`src/rtl/sipo_word_assembler_pkg.sv`:
```
// Shared types and constants for the serial-in word assembler.
// Optional parity checking is enabled by SIPO_WORD_ASSEMBLER_PARITY_CHECK_EN.
package sipo_word_assembler_pkg;

  typedef enum logic [1:0] {
    IDLE   = 2'd0,
    SHIFT  = 2'd1,
    PARITY = 2'd2
  } state_e;

  localparam int unsigned WORD_COUNT_W = 8;

  function automatic int unsigned cnt_width(input int unsigned data_width);
    return $clog2(data_width + 1);
  endfunction

endpackage

```
`src/rtl/sipo_parity_accumulator.sv`:
```
// Running XOR of the data bits of the word being assembled; reloaded with the
// first bit of each new word. Used only with SIPO_WORD_ASSEMBLER_PARITY_CHECK_EN.
module sipo_parity_accumulator (
  input  logic clk_i,
  input  logic rst_ni,
  input  logic start_i,
  input  logic bit_valid_i,
  input  logic bit_i,
  output logic parity_o
);

  logic acc_q, acc_d;

  always_comb begin
    acc_d = acc_q;
    if (start_i) begin
      acc_d = bit_i;
    end else if (bit_valid_i) begin
      acc_d = acc_q ^ bit_i;
    end
  end

  always_ff @(negedge clk_i or negedge rst_ni) begin
    if (!rst_ni) begin
      acc_q <= 1'b0;
    end else begin
      acc_q <= acc_d;
    end
  end

  assign parity_o = acc_q;

endmodule

```
`src/rtl/sipo_word_assembler.sv`:
```
// Collects qualified serial bits into DATA_WIDTH-bit words and publishes each
// with a one-cycle load strobe. Define SIPO_WORD_ASSEMBLER_PARITY_CHECK_EN for even-parity checking.
module sipo_word_assembler
  import sipo_word_assembler_pkg::*;
#(
  parameter int unsigned DATA_WIDTH = 4,
  parameter bit          MSB_FIRST  = 1'b0
) (
  input  logic                    Clk_In,
  input  logic                    Reset_In,
  input  logic                    Enable_In,
  input  logic                    Serial_Valid_In,
  input  logic                    Serial_Data_In,
  input  logic                    Frame_Start_In,
  output logic [DATA_WIDTH-1:0]   Parallel_Data_Out,
  output logic                    Load_Data_Signal_Out,
  output logic                    Busy_Out,
  output logic [WORD_COUNT_W-1:0] Word_Count_Out,
  output logic                    Parity_Error_Out
);

  localparam int unsigned CW = cnt_width(DATA_WIDTH);

  typedef logic [DATA_WIDTH-1:0] word_t;

  function automatic word_t place_bit(input word_t w, input logic [CW-1:0] idx, input logic b);
    word_t       r;
    int unsigned pos;
    r   = w;
    pos = MSB_FIRST ? (DATA_WIDTH - 1 - 32'(idx)) : 32'(idx);
    for (int unsigned i = 0; i < DATA_WIDTH; i++) begin
      if (i == pos) r[i] = b;
    end
    return r;
  endfunction

  state_e                  state_q, state_d;
  logic [CW-1:0]           cnt_q, cnt_d;
  word_t                   shreg_q, shreg_d;
  word_t                   data_q, data_d;
  logic                    load_q, load_d;
  logic [WORD_COUNT_W-1:0] count_q, count_d;

  logic  accept;
  logic  start_word;
  word_t new_word;

  assign accept     = Enable_In && Serial_Valid_In;
  assign start_word = accept && (Frame_Start_In || (state_q == IDLE));
  // A starting bit always lands at index 0 of a cleared word.
  assign new_word   = start_word ? place_bit('0, '0, Serial_Data_In)
                                 : place_bit(shreg_q, cnt_q, Serial_Data_In);

`ifdef SIPO_WORD_ASSEMBLER_PARITY_CHECK_EN
  logic perr_q, perr_d;
  logic par_acc;

  sipo_parity_accumulator u_parity (
    .clk_i       (Clk_In),
    .rst_ni      (Reset_In),
    .start_i     (start_word),
    .bit_valid_i (accept && !Frame_Start_In && (state_q == SHIFT)),
    .bit_i       (Serial_Data_In),
    .parity_o    (par_acc)
  );
`endif

  always_comb begin
    state_d = state_q;
    cnt_d   = cnt_q;
    shreg_d = shreg_q;
    data_d  = data_q;
    load_d  = 1'b0;
    count_d = count_q;
`ifdef SIPO_WORD_ASSEMBLER_PARITY_CHECK_EN
    perr_d  = 1'b0;
`endif
    if (Enable_In) begin
      if (Frame_Start_In && !Serial_Valid_In) begin
        state_d = IDLE;
        cnt_d   = '0;
        shreg_d = '0;
      end else if (start_word) begin
        state_d = SHIFT;
        cnt_d   = CW'(1);
        shreg_d = new_word;
      end else if (accept) begin
        case (state_q)
          SHIFT: begin
            shreg_d = new_word;
            cnt_d   = cnt_q + CW'(1);
            if (cnt_q == CW'(DATA_WIDTH - 1)) begin
`ifdef SIPO_WORD_ASSEMBLER_PARITY_CHECK_EN
              state_d = PARITY;
`else
              state_d = IDLE;
              cnt_d   = '0;
              shreg_d = '0;
              data_d  = new_word;
              load_d  = 1'b1;
              count_d = count_q + WORD_COUNT_W'(1);
`endif
            end
          end
`ifdef SIPO_WORD_ASSEMBLER_PARITY_CHECK_EN
          PARITY: begin
            state_d = IDLE;
            cnt_d   = '0;
            shreg_d = '0;
            if (par_acc ^ Serial_Data_In) begin
              perr_d = 1'b1;
            end else begin
              data_d  = shreg_q;
              load_d  = 1'b1;
              count_d = count_q + WORD_COUNT_W'(1);
            end
          end
`endif
          default: ;
        endcase
      end
    end
  end

  always_ff @(negedge Clk_In or negedge Reset_In) begin
    if (!Reset_In) begin
      state_q <= IDLE;
      cnt_q   <= '0;
      shreg_q <= '0;
      data_q  <= '0;
      load_q  <= 1'b0;
      count_q <= '0;
    end else begin
      state_q <= state_d;
      cnt_q   <= cnt_d;
      shreg_q <= shreg_d;
      data_q  <= data_d;
      load_q  <= load_d;
      count_q <= count_d;
    end
  end

`ifdef SIPO_WORD_ASSEMBLER_PARITY_CHECK_EN
  always_ff @(negedge Clk_In or negedge Reset_In) begin
    if (!Reset_In) begin
      perr_q <= 1'b0;
    end else begin
      perr_q <= perr_d;
    end
  end

  assign Parity_Error_Out = perr_q;
`else
  assign Parity_Error_Out = 1'b0;
`endif

  assign Parallel_Data_Out    = data_q;
  assign Load_Data_Signal_Out = load_q;
  assign Busy_Out             = (state_q != IDLE);
  assign Word_Count_Out       = count_q;

endmodule

```
`config.mk`:
```
export PLATFORM = sky130hd
export DESIGN_NAME = sipo_word_assembler
export DESIGN_NICKNAME = d
export VERILOG_FILES = /design/src/rtl/sipo_word_assembler_pkg.sv /design/src/rtl/sipo_parity_accumulator.sv /design/src/rtl/sipo_word_assembler.sv
export SDC_FILE = /design/constraint.sdc
export NUM_CORES = 1
export LEC_CHECK = 0
export CORE_AREA = 2 2 50 52
export DETAILED_ROUTE_END_ITERATION = 8
export DIE_AREA = 0 0 52 54
export DONT_BUFFER_PORTS = 1
export GPL_TIMING_DRIVEN = 0
export HOLD_SLACK_MARGIN = 0.1
export PLACE_DENSITY = 0.65
export REMOVE_ABC_BUFFERS = 1
export SLEW_MARGIN = 20
export SYNTH_ARGS = -nofsm -noshare
export SYNTH_HDL_FRONTEND = slang
export SYNTH_SLANG_ARGS = --single-unit
```
`constraint.sdc`:
```
create_clock -name Clk_In -period 3.65 [get_ports Clk_In]
set_input_delay 0.73 -clock Clk_In [delete_from_list [all_inputs] [get_ports Clk_In]]
set_output_delay 0.73 -clock Clk_In [all_outputs]
set_load 0.02 [all_outputs]
```
==> impl_metrics.yaml <==
finish:
  nNetsFinal: 103
  syn2layout_area_growth_pct: 6.942
  n_antenna_cell: 0
  stdcell_area_um2: 1099
  fraction_of_layout_instances_using_a_drive_strength_above_1: 0.1538
  nFillCells: 209
routing:
  drtIter0Drc: 7
  finalWirelength_um: 1663
  vias: 634
  number_of_drc_violations_after_detailed_routing: 0
  antenna_left: 0
  route.detailed.wl_per_inst_um: 13.74
  drt-vias-per-instance: 5.240
  number_of_search_and_repair_iterations_in_the_first_detailed_routing_pass: 4
clock_tree:
  clockRootBuffer: "sky130_fd_sc_hd__clkbuf_4"
  cts_made_buffers: 3
  worst_skew_pair.late_latency_ns: 0.30
  cts_max_level: 1
  cts.clk_slew.worst_paths_ns: 0.07
  cts_repair_resize_count: 0
  cts_setup_buffers: 0
  cts.sink_count: 20
  cts.hold.buffers_added: 0
  cts_max_path_buffers: 2
  cts_tree: "done"
critical_path:
  reg2reg_to: "Parallel_Data_Out[3]"
  timing.critical_path.arrival_ns: 1.89
  category_of_the_most_critical_setup_path: "in2reg"
  critPathMaxFanout: 15
  worstRegToRegCells: 4
  worstReg2RegStart: "cnt_q[0]"
  worstPathRequired_ns: 1.97
  capturing_element_type_of_the_critical_path: "flop"
  startpoint_type: "input pin"
  reg_to_reg_setup_timing_slack_ns: 1.65
power_and_ir_drop:
  seqPwrFrac: 0.555
  power_report.internal_total_uw: 400.0
  pwr-share-comb: 0.128
  cellLeakagePower_uw: 0.0005385
  power.switching_fraction: 0.2857
  net-switching-power_uw: 160.0
  clkPwrFrac: 0.317
  finalPower_uw: 560.0
  cellPowerDensity_nw_per_um2: 509.8
  power.ir.vdd_worst_v: 0.0003531
sta:
  fin_setup_tns_ns: 0
  final.hold.worst_slack_ns: 0.4323
  clock_skew_ns: 0.009556
  rsz_0062_raised_after_global_routing: "no"
  setup_viol: 0
  drv_slew: 0
  tightestPinTransition_ns: 0.7334
  final-hold-violation-count: 0
  timing.max_slew.rel_slack: 0.5095
yosys:
  synthesis.yosys.warnings: 0
  synth_largest_type_area_fraction: 0.4872
  synth_area_per_cell_um2: 11.54
  asyncSetResetFlopFracSynth: 1.000
  yosysSeqAreaShare: 0.4872
  synthesis.area_um2: 1027
  synth-edff-count: 0
  post-synth-top-count-cell: "sky130_fd_sc_hd__dfrtn_1"
  synth_cell_types: 32
  synthFlopType: "sky130_fd_sc_hd__dfrtn_1"
  synth_top_cells_by_count: "sky130_fd_sc_hd__dfrtn_1, sky130_fd_sc_hd__nand2_1, sky130_fd_sc_hd__inv_1"
  synth.largest_area_cell: "sky130_fd_sc_hd__dfrtn_1"
  synthTopCellsByArea: "sky130_fd_sc_hd__dfrtn_1, sky130_fd_sc_hd__ha_1, sky130_fd_sc_hd__mux2i_1"
  post_synth_inst_count: 89
  synth.ff_latch_count: 20
floorplanning:
  die_height_um: 54
  std_cell_rows: 18
  dieArea_um2: 2808
  pin_count: 21
  die_width_um: 52
  initial_core_util: 0.4428
  placeableCoreArea_um2: 2320
global_route:
  first_global_vias: 636
  grtUsageMet3: 0.03333
  first_pass_grt_wire_length_um: 2884
  tot_gr_track_use: 0.1424
  overflow: 0
  grt_start_max_net_pins: 21
  met1_usage_in_global_routing: 0.1948
  grt.busiest_layer: "met2"
  globalRouteMet2Util: 0.2025
  grt_antenna_before_repair: 0
min_path:
  timing.hold.worst_endpoint: "shreg_q[2]"
  hp-class: "reg2reg"
  whs_path_depth: 2
  min-delay-start: "shreg_q[2]"
placed_design:
  globalplace.congestion: 0.8888
  placed_instance_area_um2: 1046
  hpwl_dp_um: 1258
  place.port_buffers: 0
job:
  drv.max_cap_violation_count: 0
status:
  run_status: "finished, final reports clean"
per-layer routing:
metal / share of wire / up-vias
met5: 0 / -
met4: 0.0090 / 0
met3: 0.064 / 2
met2: 0.47 / 17
met1: 0.46 / 312
li1: - / 303
placed cells by master, fill, tap and decap left out:
cell / netlist / routed
sky130_fd_sc_hd__mux2_2: 2 / 2
sky130_fd_sc_hd__nand2b_4: 1 / 1
sky130_fd_sc_hd__o211ai_1: 1 / 1
sky130_fd_sc_hd__dfrtn_1: 20 / 20
sky130_fd_sc_hd__a21oi_1: 2 / 2
sky130_fd_sc_hd__o22ai_1: 1 / 1
sky130_fd_sc_hd__nand3_1: 3 / 3
sky130_fd_sc_hd__a22o_1: 1 / 1
sky130_fd_sc_hd__and2_1: 2 / 2
sky130_fd_sc_hd__bufinv_16: 0 / 1
sky130_fd_sc_hd__nand2b_1: 3 / 3
sky130_fd_sc_hd__o21ai_0: 5 / 5
sky130_fd_sc_hd__conb_1: 1 / 1
sky130_fd_sc_hd__inv_1: 6 / 6
sky130_fd_sc_hd__nor2_1: 1 / 1
sky130_fd_sc_hd__ha_1: 5 / 5
sky130_fd_sc_hd__o22a_1: 1 / 1
sky130_fd_sc_hd__nand3_2: 1 / 1
sky130_fd_sc_hd__xor2_1: 1 / 1
sky130_fd_sc_hd__mux2i_1: 5 / 5
sky130_fd_sc_hd__xnor2_2: 3 / 3
sky130_fd_sc_hd__clkbuf_4: 0 / 3
sky130_fd_sc_hd__nor3_4: 1 / 1
sky130_fd_sc_hd__a21boi_0: 1 / 1
sky130_fd_sc_hd__nand3_4: 1 / 1
sky130_fd_sc_hd__nor2b_1: 2 / 2
sky130_fd_sc_hd__nand4_1: 2 / 2
sky130_fd_sc_hd__nand2_2: 1 / 1
sky130_fd_sc_hd__a41o_1: 1 / 1
sky130_fd_sc_hd__nand2_1: 9 / 9
sky130_fd_sc_hd__xnor2_1: 3 / 3
sky130_fd_sc_hd__and3_1: 1 / 1
power by group through the flow:
stage | logic [uW] | registers (uW) | clock network, uW
3_3_place_gp | 69.6 | 315 | 0
6_report | 71.6 | 311 | 178
3_5_place_dp | 71.4 | 316 | 0
2_1_floorplan | 60.1 | 308 | 0
4_1_cts | 72.5 | 312 | 186
5_1_grt | 83.7 | 318 | 196
worst max path at each step:
stage                               from              endpoint  slack, ns  depth (start not counted)
after global placement    Frame_Start_In  Parallel_Data_Out[3]      -0.27                          3
after floorplan           Frame_Start_In  Parallel_Data_Out[3]      -0.12                          3
final                          Enable_In  Parallel_Data_Out[3]       0.08                          3
after detailed placement  Frame_Start_In     Word_Count_Out[1]      -0.28                          3
after global routing           Enable_In     Word_Count_Out[7]      0.005                          4
after CTS                 Frame_Start_In  Parallel_Data_Out[3]       0.05                          3
flip-flops by register name (all words and copies together) (netlist names):
signal,flops
Load_Data_Signal_Out,1
cnt_q,3
state_q,1
Parallel_Data_Out,4
shreg_q,3
Word_Count_Out,8
cells by family after synthesis:
| logic type | Yosys count | synth area share |
|---|---|---|
| buf+inv | 8 | 0.04020 |
| other cells | 1 | 0.003651 |
| xor+xnor | 7 | 0.08162 |
| flops | 20 | 0.4872 |
| fa+ha+maj | 5 | 0.06090 |
| compound gates | 13 | 0.08162 |
| mux | 7 | 0.07065 |
| simple gates | 28 | 0.1742 |
worst max-delay path, cell delays in order:
cell and delay [ns]:
sky130_fd_sc_hd__nand2_1 0.10, sky130_fd_sc_hd__nor3_4 0.65, sky130_fd_sc_hd__mux2_2 0.40
metrics by stage:
step / util / std cells / setup slack (ns)
6_report: 0.4736 / 121 / 0.07676
2_1_floorplan: - / 87 / -0.1150
4_1_cts: 0.4736 / 121 / 0.04833
3_3_place_gp: 0.4509 / 117 / -0.2702
5_1_grt: 0.4736 / 121 / 0.005490
3_5_place_dp: 0.4509 / 117 / -0.2767
layout make-up:
class | instances | area [um2] | share of cell area
Sequential cell | 20 | 500.5 | 0.4556
Multi-Input combinational cell | 61 | 485.5 | 0.4419
Tap cell | 30 | 37.54 | 0.03417
Clock inverter | 1 | 30.03 | 0.02733
Clock buffer | 3 | 22.52 | 0.02050
Inverter | 6 | 22.52 | 0.02050
Note: power is estimated with default switching activity, not from simulation.
